## config.mk

```make
export PLATFORM = sky130hd
export DESIGN_NAME = j_serial_accum
export DESIGN_NICKNAME = d
export VERILOG_FILES = /design/src/rtl/j_serial_accum.sv
export SDC_FILE = /design/constraint.sdc
export NUM_CORES = 1
export LEC_CHECK = 0
export BUFFER_PORTS_ARGS = -buffer_cell sky130_fd_sc_hd__buf_2
export CORE_MARGIN = 1
export CORE_UTILIZATION = 40
export DETAILED_ROUTE_END_ITERATION = 8
export PLACE_DENSITY_LB_ADDON = 0.05
export SYNTH_ARGS = -nofsm -noshare
export SYNTH_HDL_FRONTEND = slang
export SYNTH_SLANG_ARGS = --single-unit
```

## constraint.sdc

```tcl
create_clock -name clk -period 16 [get_ports clk]
set_input_delay 1.6 -clock clk [delete_from_list [all_inputs] [get_ports clk]]
set_output_delay 1.6 -clock clk [all_outputs]
set_load 0.005 [all_outputs]
```

## src/rtl/j_serial_accum.sv

```systemverilog
// Eight-lane bit-serial accumulator: deskews staggered LSB-first lane streams, sums the
// eight two's-complement words bit-serially and holds the result in a valid/ready register.
module j_serial_accum #(
  parameter int unsigned DATA_W = 16,
  parameter int unsigned ACC_W  = DATA_W + 3
) (
  input  logic                    clk,
  input  logic                    reset,
  input  logic [7:0]              serial_in,
  input  logic [7:0]              serial_en,
  output logic signed [ACC_W-1:0] sum,
  output logic                    sum_valid,
  input  logic                    sum_ready,
  output logic                    frame_err,
  output logic                    overrun,
  input  logic                    err_clr,
  output logic                    busy
);

  localparam int unsigned KW = (DATA_W > 1) ? $clog2(DATA_W) : 1;
  localparam logic [KW-1:0] KMax = KW'(DATA_W - 1);

  typedef enum logic [1:0] {StIdle, StAccum, StFlush} state_e;

  logic [7:0] a_d, a_en, dly_busy;

  // Lane i is delayed 7-i cycles so all lanes line up with lane 7.
  for (genvar i = 0; i < 8; i++) begin : g_lane
    localparam int unsigned Depth = 7 - i;
    if (Depth == 0) begin : g_pass
      assign a_d[i]      = serial_in[i];
      assign a_en[i]     = serial_en[i];
      assign dly_busy[i] = 1'b0;
    end else begin : g_dly
      logic [Depth-1:0] d_q, e_q;
      always_ff @(posedge clk or posedge reset) begin
        if (reset) begin
          d_q <= '0;
          e_q <= '0;
        end else begin
          d_q[0] <= serial_in[i];
          e_q[0] <= serial_en[i];
          for (int unsigned s = 1; s < Depth; s++) begin
            d_q[s] <= d_q[s-1];
            e_q[s] <= e_q[s-1];
          end
        end
      end
      assign a_d[i]      = d_q[Depth-1];
      assign a_en[i]     = e_q[Depth-1];
      assign dly_busy[i] = |e_q;
    end
  end

  logic [7:0]       ad_q, aen_q;
  state_e           state_q, state_d;
  logic [KW-1:0]    k_q, k_d;
  logic [ACC_W-1:0] acc_q, acc_d;
  logic [ACC_W-1:0] sum_q, sum_d;
  logic             valid_q, valid_d;
  logic             ferr_q, ferr_d;
  logic             ovr_q, ovr_d;

  logic [3:0]       pc;
  logic [ACC_W-1:0] pc_ext, weight, result;
  logic             done, ferr_set, load;

  always_comb begin
    pc = '0;
    for (int i = 0; i < 8; i++) begin
      pc = pc + 4'(ad_q[i]);
    end
  end

  assign pc_ext = {{(ACC_W-4){1'b0}}, pc};
  assign weight = pc_ext << k_q;

  always_comb begin
    state_d  = state_q;
    k_d      = k_q;
    acc_d    = acc_q;
    done     = 1'b0;
    result   = '0;
    ferr_set = 1'b0;
    unique case (state_q)
      StIdle: begin
        if (aen_q == 8'hFF) begin
          if (DATA_W == 1) begin
            // Single-bit words: the only bit is the sign bit.
            done   = 1'b1;
            result = '0 - pc_ext;
          end else begin
            acc_d   = pc_ext;
            k_d     = KW'(1);
            state_d = StAccum;
          end
        end else if (aen_q != 8'h00) begin
          ferr_set = 1'b1;
          state_d  = StFlush;
        end
      end
      StAccum: begin
        if (aen_q == 8'hFF) begin
          if (k_q == KMax) begin
            done    = 1'b1;
            result  = acc_q - weight;
            state_d = StIdle;
          end else begin
            acc_d = acc_q + weight;
            k_d   = k_q + KW'(1);
          end
        end else begin
          ferr_set = 1'b1;
          acc_d    = '0;
          state_d  = (aen_q == 8'h00) ? StIdle : StFlush;
        end
      end
      StFlush: begin
        if (aen_q == 8'h00) begin
          state_d = StIdle;
        end
      end
      default: state_d = StIdle;
    endcase
  end

  always_comb begin
    load    = done & (~valid_q | sum_ready);
    sum_d   = load ? result : sum_q;
    valid_d = load ? 1'b1 : (valid_q & ~sum_ready);
    // A set event in the same cycle overrides the clear.
    ferr_d  = ferr_set | (ferr_q & ~err_clr);
    ovr_d   = (done & ~load) | (ovr_q & ~err_clr);
  end

  always_ff @(posedge clk or posedge reset) begin
    if (reset) begin
      ad_q    <= '0;
      aen_q   <= '0;
      state_q <= StIdle;
      k_q     <= '0;
      acc_q   <= '0;
      sum_q   <= '0;
      valid_q <= 1'b0;
      ferr_q  <= 1'b0;
      ovr_q   <= 1'b0;
    end else begin
      ad_q    <= a_d;
      aen_q   <= a_en;
      state_q <= state_d;
      k_q     <= k_d;
      acc_q   <= acc_d;
      sum_q   <= sum_d;
      valid_q <= valid_d;
      ferr_q  <= ferr_d;
      ovr_q   <= ovr_d;
    end
  end

  assign sum       = sum_q;
  assign sum_valid = valid_q;
  assign frame_err = ferr_q;
  assign overrun   = ovr_q;
  assign busy      = (state_q == StAccum) | (|dly_busy) | (|aen_q);

endmodule
```

---- After elaboration in Yosys (flattened, before gate mapping) ----
Index checks and enable logic that the tools add are counted.
cells by class
  reductions and logical operators ........ 9
  bitwise gates (word level) .............. 14
  mux-type cells .......................... 26
  shifts and indexed selects .............. 1
  add/sub/neg operators ................... 10
  equality and inequality tests ........... 11
operator list
  operator             number
  $mux 19              6
  $pmux 19 s2          1
  $reduce_or 28->1     1
  $add 19x19->19       1
  $shl 4x4->19         1
  $sub 19x19->19       1
  $add 4x1->4          4
  $mux 2               6
  $mux 4               3
  $ne 3x3->1 const B   3
  $eq 8x8->1 const B   1
  $logic_not 8->1      1
  $ne 2x2->1 const B   4
  $pmux 4 s2           1
  $reduce_bool 8->1    1
  $reduce_or 8->1      1
  $mux 1               7
  $pmux 2 s3           1
  $reduce_and 3->1     2
  $and 1x1->1          5
  $or 1x1->1           5
  $add 3x1->4          1
  $add 4x1->4 const B  1
  $eq 4x4->1 const B   1
  9 further kinds      12
storage, ports and cells
  output and inout bits ................... 23
  bits of input ports ..................... 20
  register bits after elaboration ......... 119

---- Depth between registers and ports, before layout ----
Gate-level depths: netlist of run 1.
  word-level depth ........................ 12
  depth in mapped cells ................... 24

---- Worst setup path before layout of run 1 ----
OpenSTA, ideal clock, no wires.
  path type ............................... register to register
  start point ............................. register ad_q[0]
  end point ............................... register sum_q[17] (netlist: sum[17])
  stages on the path, launching flop included .. 23
  period minus slack after synthesis ...... 5.119 ns
  arrival time ............................ 4.988 ns
  required time ........................... 15.869 ns
  path slack .............................. 10.881 ns
  path buffers ............................ 1
  cells stage by stage .................... dfrtp_1 -> inv_1 -> fa_1 -> fa_1 -> fa_1 -> inv_1 -> ha_1 -> inv_1 -> fa_1 -> xnor2_1 -> mux2i_1 -> o21ai_1 -> a21oi_1 -> or2_1 -> ha_1 -> buf_2 -> a21o_1 -> a211oi_1 -> a2111oi_2 -> a31oi_1 -> o31ai_1 -> xnor2_1 -> o21ai_1
between the ends
  longest elaborated chain between the ends .. 12
ends and longest elaborated chain
  what                       line  text
  from (decl)                55    logic [7:0] ad_q, aen_q;
  from (signal assigned)     138   ad_q <= '0;
  from (signal assigned)     148   ad_q <= a_d;
  $add 1x1->2                71    pc = pc + 4'(ad_q[i]);
  $add 2x1->3                71
  $add 3x1->4                71
  $add 4x1->4 (4 in series)  71
  $shl 4x4->19               76    assign weight = pc_ext << k_q;
  $sub 19x19->19             106   result = acc_q - weight;
  $mux 19                    104   if (k_q == KMax) begin
  $mux 19                    103   if (aen_q == 8'hFF) begin
  $mux 19                    85    unique case (state_q)
  to (signal assigned)       153   sum_q <= sum_d;
  to (decl)                  59    logic [ACC_W-1:0] sum_q, sum_d;
Every way passes these cells.
A chain may end at the register's enable or synchronous reset.

---- Worst setup path in the final report of run 1 ----
Same ends and word-level chain as after synthesis.

==> results.yml, run 1 <==
placement:
  numPlacedInstances: 802
  place_congestion: 0.837
  place_ws_ns: 10.15
  io_buffers: 42
  dp_hpwl_um: 9150
timing:
  finalCritPeriodShare: 0.364
  fmaxAchievable_mhz: 172
  drv_slew: 0
  finalSetupViolCount: 0
  maxSlewHeadroom: 0.364
  hold_ws_ns: 0.345
  rsz0062_at_grt: "no"
  hold_viol_final: 0
  period_minus_slack_ns: 5.82
  setup_tns_ns: 0
  tightestPinTransition_ns: 0.955
  fin_ws_ns: 10.18
  fin_skew_ns: 0.0108
clock_tree:
  cts.sinks: 119
  cts-root-buf: "clkbuf_16"
  cts_tree: "done"
  clk_pin_slew_worst_paths_ns: 0.06
  clk-insertion-delay-late_ns: 0.42
  cts.path.max_buffers: 2
  cts_setup_buffers: 0
  numCtsBuffers: 17
  postCtsHoldBufs: 0
  htreeDepth: 4
  cts_resized: 0
global_routing:
  grt_pass1_vias: 4225
  overflow: 0
  grt_pass1_wl_um: 21200
  antenna_found_initial: 0
  grt_start_max_net_pins: 63
  gr-usage-all-layers: 0.175
finish:
  fin_cells: 833
  drive_above_1_share: 0.129
  insertedDiodeCount: 0
  fin_util: 0.474
  area_growth_pct: 15.1
  nets: 705
  num-fill-cells: 1343
floorplan:
  core_um2: 14600
  die_y_um: 125
  pin_count: 43
  start_util: 0.412
  dieArea_um2: 15500
  die_w_um: 125
  rows: 44
synthesis:
  synth_common_cells: "dfrtp_1 (119), nand2_1 (68), inv_1 (45), ha_1 (42), o21ai_1 (42)"
  synth.distinct_cells: 59
  syn_avg_cell_area_um2: 10.0
  yosysTopAreaCell: "dfrtp_1"
  syn-instance-count: 600
  ys_seq_area_frac: 0.496
  synth_edf_count: 0
  netlist_area_um2: 6010
  synth_ff_type: "dfrtp_1"
  ys_async_sr_fraction: 1.00
  yosys_warnings: 0
  ys_ff_latch: 119
  synth_top_area_share: 0.496
  yosysMostFrequentCell: "dfrtp_1"
  synth_fp_nets: 668
  synth_area_leaders: "dfrtp_1 (50%), ha_1 (8.7%), nand2_1 (4.2%)"
hold_path:
  holdPathStages: 0
  whs_endpoint: "g_lane[2].g_dly.d_q[4]"
  hold_path_class: "reg2reg"
  worstHoldStart: "g_lane[2].g_dly.d_q[3]"
worst_setup_path:
  worstPathRequired_ns: 16.30
  r2r_cells: 21
  rr_startpoint: "ad_q[0]"
  crit_type: "reg2reg"
  crit_path_max_fanout: 11
  ff2ff_setup_slack_ns: 10.18
  end_kind: "flop"
  reg2reg_to: "sum[17]"
  start_kind: "flop"
  critical_path_arrival_ns: 6.12
route:
  drt-initial-drc-count: 209
  drc: 0
  ant_nets: 0
  vias: 4230
  detail_route.wl_per_cell_um: 15.1
  vias_per_cell: 5.08
  wirelength_um: 12600
  first_pass_iters: 4
pwr:
  p_leak_nw: 3.35
  ir_drop_v: 0.000101
  power_density_nw_per_um2: 111
run_status:
  status: "finished clean"
run:
  drv_cap: 0
## flip-flops by register name (all words and copies together), names as in the netlist
| name | cells |
|---|---|
| g_lane.g_dly.d_q | 28 |
| sum_valid | 1 |
| aen_q | 8 |
| frame_err | 1 |
| g_lane.g_dly.e_q | 28 |
| k_q | 4 |
| sum | 19 |
| overrun | 1 |
| ad_q | 8 |
| state_q | 2 |
| acc_q | 19 |
## logic make-up after synthesis
| kind of cell | after synthesis | synth area share |
|---|---|---|
| flip-flops | 119 | 0.496 |
| AO/OA/AOI/OAI | 140 | 0.150 |
| buffers and inverters | 76 | 0.0498 |
| XOR/XNOR | 32 | 0.0466 |
| AND/OR/NAND/NOR | 181 | 0.144 |
| adder cells (fa/ha/maj) | 48 | 0.107 |
| multiplexers | 4 | 0.00687 |
## critical path: stages (launching register included)
cell and delay (ns):
dfrtp_1 0.32, inv_1 0.05, fa_1 0.55, fa_1 0.42
fa_1 0.43, inv_1 0.06, ha_1 0.15, inv_1 0.05
fa_1 0.37, xnor2_1 0.31, mux2i_1 0.16, o21ai_1 0.26
a21oi_1 0.13, or2_1 0.27, ha_1 0.55, a21o_1 0.19
a211oi_1 0.06, a2111oi_2 0.50, a31oi_1 0.28, o31ai_1 0.35
xnor2_1 0.16, o21ai_1 0.07
## cells in the final DEF, fill, tap and decap left out, drive strengths merged, types with 9 or more instances in the layout
cell type,instances
inv,52
clkbuf,19
buf,44
nand3,10
nor4,10
a21oi,30
nor2,35
nor3,9
nand2b,12
nand2,68
nor2b,13
o21ai,52
ha,42
xnor2,24
dfrtp,119
## layout make-up
type | instances | area, um2 | area share
inverters | 50 | 190 | 0.0275
multi-input cells | 405 | 2730 | 0.395
flip-flops and latches | 119 | 2980 | 0.431
clock inverters | 12 | 119 | 0.0172
well taps | 184 | 230 | 0.0333
clock buffers | 19 | 443 | 0.0640
repair buffers | 44 | 225 | 0.0326
## power by group
part / total [mW] / switching [mW] / leakage [nW] / internal [mW]
logic: 0.0929 / 0.0550 / 1.59 / 0.0379
clock network: 0.363 / 0.144 / 0.267 / 0.219
registers: 0.314 / 0.00369 / 1.49 / 0.310
## metrics by stage
stage          area [um2]  total power, mW
6_report             6920            0.770
3_5_place_dp         6350            0.415
5_1_grt              6920            0.808
3_3_place_gp         6350            0.413
2_1_floorplan        6010            0.392
4_1_cts              6920            0.783
## layer usage
metal,track usage,vias up,wire length (um),part of all wire
li1,-,2128,-,-
met1,0.222,2016,5790,0.46
met2,0.290,68,6140,0.49
met3,0.0425,18,447,0.036
met4,0.0595,0,186,0.015
met5,0,-,0,0
## worst max path at each step
stage	from	to	cells after the start	slack, ns
finish	ad_q[0]	sum[17]	21	10.18
floorplan	ad_q[0]	sum[17]	22	10.88
global route	ad_q[0]	sum[17]	21	9.72
global placement	ad_q[0]	sum[17]	21	10.23
detailed placement	ad_q[0]	sum[17]	21	10.15
CTS	ad_q[0]	sum[17]	21	10.13
No activity file was read; power rests on OpenSTA's default activity.
==> run 2, diff against run 1 <==
==> constraint.sdc (replaced) <==
create_clock -name clk -period 6 [get_ports clk]
set_input_delay 0.6 -clock clk [delete_from_list [all_inputs] [get_ports clk]]
set_output_delay 0.6 -clock clk [all_outputs]
set_load 0.005 [all_outputs]
==> run 2 against run 1 <==
- clock skew rose by 0.00059 ns
- largest power group unchanged
- critical path type unchanged
- combinational power rose to 2.8 times the previous value
- non-clock buffer count increased by 3
- largest cell class unchanged
- power rose to 2.8 times the previous value
==> results.yml, run 2 (synthesis gave the netlist of run 1 again) <==
route:
  ant_nets: 0
  wirelength_um: 12700
  vias_per_cell: 5.09
  drt-initial-drc-count: 192
  vias: 4260
  first_pass_iters: 5
  drc: 0
  detail_route.wl_per_cell_um: 15.2
pwr:
  power_mw: 2.17
  p_leak_nw: 3.40
  power_density_nw_per_um2: 309
  ir_drop_v: 0.000215
placement:
  placed_cell_area_um2: 6380
  numPlacedInstances: 805
  place_congestion: 0.835
  place_ws_ns: 0.243
  io_buffers: 42
  dp_hpwl_um: 9200
finish:
  nets: 708
  insertedDiodeCount: 0
  layout_commonest_cell: "dfrtp_1"
  fin_util: 0.482
  fin_cells: 837
  reg_top3: "g_lane.g_dly.d_q (28), g_lane.g_dly.e_q (28)"
  drive_above_1_share: 0.142
  final_cell_mix: "dfrtp_1 (119), nand2_1 (68), inv_1 (44)"
  final_area_um2: 7030
  area_growth_pct: 17.0
clock_tree:
  clk_pin_slew_worst_paths_ns: 0.07
  cts_setup_buffers: 0
  postCtsHoldBufs: 0
  numCtsBuffers: 17
  clk-insertion-delay-late_ns: 0.42
  cts_resized: 0
  htreeDepth: 4
  cts_tree: "done"
  cts.path.max_buffers: 2
  cts.sinks: 119
  cts-root-buf: "clkbuf_16"
global_routing:
  grt_pass1_wl_um: 21800
  overflow: 0
  antenna_found_initial: 0
  grt_start_max_net_pins: 72
  gr-usage-all-layers: 0.179
  grt_pass1_vias: 4346
timing:
  fin_skew_ns: 0.0114
  finalCritPeriodShare: 0.937
  setup_tns_ns: 0
  finalSetupViolCount: 0
  fin_ws_ns: 0.380
  rsz0062_at_grt: "no"
  hold_ws_ns: 0.248
  period_minus_slack_ns: 5.62
  drv_slew: 0
  maxSlewHeadroom: 0.326
  tightestPinTransition_ns: 1.01
  hold_viol_final: 0
  fmaxAchievable_mhz: 178
floorplan:
  die_y_um: 125
  pin_count: 43
  start_util: 0.412
  dieArea_um2: 15500
  die_w_um: 125
  core_um2: 14600
  rows: 44
hold_path:
  hold_path_class: "in2async"
worst_setup_path:
  start_kind: "flop"
  worstPathRequired_ns: 6.28
  end_kind: "flop"
  crit_type: "reg2reg"
  crit_path_max_fanout: 10
  critical_path_arrival_ns: 5.90
run_status:
  status: "finished clean"
run:
  drv_cap: 0
run 2: cell type report:
class	count	area [um2]
repair buffers	47	248
fillers	1346	7560
well taps	184	230
clock buffers	18	439
inverters	50	190
flip-flops and latches	119	2980
clock inverters	14	189
multi-input cells	405	2750
run 2: layer usage:
metal / track usage / vias to the layer above / part of all wire
met5: 0 / - / 0
met4: 0.0765 / 0 / 0.021
met3: 0.0430 / 16 / 0.025
met2: 0.297 / 68 / 0.50
met1: 0.221 / 2037 / 0.46
li1: - / 2139 / -
run 2: critical path, stage by stage (launching register included):
cell	delay, ns
dfrtp_1	0.32
inv_1	0.05
fa_1	0.55
fa_1	0.43
fa_1	0.43
inv_1	0.06
ha_1	0.15
inv_1	0.05
fa_1	0.41
xnor2_2	0.24
nand2_1	0.08
o21ai_1	0.11
nand2_1	0.09
nor2_1	0.10
a21oi_1	0.08
or2_1	0.26
ha_1	0.48
nor2_1	0.09
a221oi_1	0.52
a21oi_2	0.14
or3_1	0.40
a21oi_1	0.20
xnor2_1	0.15
o21ai_1	0.07
run 2: final timing paths:
kind | from | end | slack, ns | cells past startpoint
setup / recovery | ad_q[0] | acc_q[14] | 0.38 | 23
setup reg to reg | ad_q[0] | acc_q[14] | 0.38 | 23
hold / removal | reset | ad_q[2] | 0.25 | 2
hold reg to reg | g_lane[1].g_dly.d_q[2] | g_lane[1].g_dly.d_q[3] | 0.34 | 0
max in group asynchronous | reset | acc_q[10] | 4.46 | 3
min in group clk | serial_in[5] | g_lane[5].g_dly.d_q[0] | 0.29 | 1
run 2: report_power, final:
group	switching (mW)	leakage [nW]	total [mW]	internal (mW)
Clock	0.399	0.302	1.08	0.676
Sequential	0.00979	1.49	0.837	0.828
Combinational	0.151	1.61	0.259	0.108
==> run 3, diff against run 2 <==
--- a/config.mk
+++ b/config.mk
@@ -9,6 +9,7 @@
 export CORE_MARGIN = 1
 export CORE_UTILIZATION = 40
 export DETAILED_ROUTE_END_ITERATION = 8
+export MAX_ROUTING_LAYER = met4
 export PLACE_DENSITY_LB_ADDON = 0.05
 export SYNTH_ARGS = -nofsm -noshare
 export SYNTH_HDL_FRONTEND = slang
==> run 3 against run 2 <==
- worst hold slack worse by 0.0043 ns
- power about the same
- clock power barely moved
- highest routed layer unchanged
==> results.yml, run 3 (synthesis gave the netlist of run 1 again) <==
hold_path:
  hold_path_class: "in2async"
floorplan:
  die_w_um: 125
  start_util: 0.412
  rows: 44
  core_um2: 14600
  die_y_um: 125
  pin_count: 43
  dieArea_um2: 15500
clock_tree:
  cts.sinks: 119
  clk-insertion-delay-late_ns: 0.42
  cts_tree: "done"
  cts-root-buf: "clkbuf_16"
  cts.path.max_buffers: 2
  clk_pin_slew_worst_paths_ns: 0.06
  htreeDepth: 4
  cts_setup_buffers: 0
  numCtsBuffers: 17
run_status:
  status: "finished clean"
worst_setup_path:
  ff2ff_setup_slack_ns: 0.39
  r2r_cells: 20
  start_kind: "flop"
  rr_startpoint: "ad_q[0]"
  crit_type: "reg2reg"
  end_kind: "flop"
  reg2reg_to: "acc_q[18]"
  critical_path_arrival_ns: 5.88
  worstPathRequired_ns: 6.27
  crit_path_max_fanout: 10
timing:
  period_minus_slack_ns: 5.61
  rsz0062_at_grt: "no"
  drv_slew: 0
  finalCritPeriodShare: 0.935
  hold_viol_final: 0
  hold_ws_ns: 0.243
  finalSetupViolCount: 0
  maxSlewHeadroom: 0.323
  setup_tns_ns: 0
  fin_skew_ns: 0.0137
  tightestPinTransition_ns: 1.02
  fmaxAchievable_mhz: 178
finish:
  layout_commonest_cell: "dfrtp_1"
  drive_above_1_share: 0.142
  num-fill-cells: 1346
  nets: 708
  final_cell_mix: "dfrtp_1 (119), nand2_1 (68), inv_1 (44)"
  area_growth_pct: 17.0
  insertedDiodeCount: 0
  reg_top3: "g_lane.g_dly.d_q (28), g_lane.g_dly.e_q (28)"
pwr:
  ir_drop_v: 0.000215
  power_mw: 2.17
  power_density_nw_per_um2: 309
  p_leak_nw: 3.40
route:
  first_pass_iters: 4
  vias: 4251
  wirelength_um: 12700
  detail_route.wl_per_cell_um: 15.2
  drc: 0
  ant_nets: 0
  vias_per_cell: 5.08
  drt-initial-drc-count: 205
global_routing:
  antenna_found_initial: 0
  grt_pass1_vias: 4340
  gr-usage-all-layers: 0.184
  overflow: 0
  grt_start_max_net_pins: 72
  grt_pass1_wl_um: 21800
placement:
  place_congestion: 0.847
  dp_hpwl_um: 9200
  io_buffers: 42
run:
  drv_cap: 0
==> run 3: cell counts in the layout (fill, tap and decap cells not counted) <==
Identical to the previous run, type by type.
==> run 3: worst max-delay path by stage <==
stage                 start   endpoint  slack [ns]  depth (start not counted)
finish              ad_q[0]  acc_q[18]        0.39                         20
global route        ad_q[0]  acc_q[14]        0.01                         23
CTS                 ad_q[0]    sum[18]        0.23                         21
detailed placement  ad_q[0]    sum[18]        0.24                         21
global placement    ad_q[0]    sum[18]        0.33                         21
floorplan           ad_q[0]    sum[17]        0.88                         22
==> run 3: area by class of cell <==
type	instances	area, um2	share of cell area
tap	184	230	0.0328
clock buffer	18	439	0.0625
multi-input combinational	405	2750	0.392
inverter	50	190	0.0271
sequential	119	2980	0.424
clock inverter	14	189	0.0269
timing repair buffer	47	248	0.0353
==> run 3: routing by layer <==
metal  wire, um  track usage  part of all wire  vias up
met1       5770        0.222              0.45     2032
met4        254       0.0765             0.020        0
li1           -            -                 -     2139
met5          0            -                 0        -
met3        331       0.0417             0.026       18
met2       6340        0.296              0.50       62
==> run 3: per-stage QoR <==
stage                     setup WS [ns]  area (um2)   util  std cells
after floorplan                   0.881        6010      -        600
after global placement            0.334        6380  0.437        805
after detailed placement          0.243        6380  0.437        805
after CTS                         0.230        7010  0.480        837
after global routing             0.0112        7030  0.482        837
final                             0.389        7030  0.482        837
==> run 3: timing repair <==
action                                 CTS  global route
gates resized for setup                  0             4
hold buffers                             0             0
setup endpoints to repair                0            10
endpoints found under the hold margin    0             0
==> run 3: worst max-delay path, stage by stage (launching register included) <==
cell and delay [ns]:
dfrtp_1 0.32, inv_1 0.05, fa_1 0.55, fa_1 0.43, fa_1 0.43, inv_1 0.06, ha_1 0.15, inv_1 0.05
fa_1 0.41, xnor2_2 0.18, mux2i_1 0.20, o21ai_1 0.13, a22o_1 0.27, ha_1 0.51, or3b_4 0.47, or4_4 0.49
a21oi_2 0.17, nor4_2 0.09, o41ai_2 0.25, xor2_1 0.18, o21ai_1 0.07
==> run 3: where the power goes <==
group	leakage [nW]	internal (mW)	switching [mW]	total [mW]
logic	1.61	0.108	0.151	0.259
registers	1.49	0.828	0.00976	0.837
clock network	0.302	0.676	0.401	1.08
total	3.40	1.61	0.562	2.17
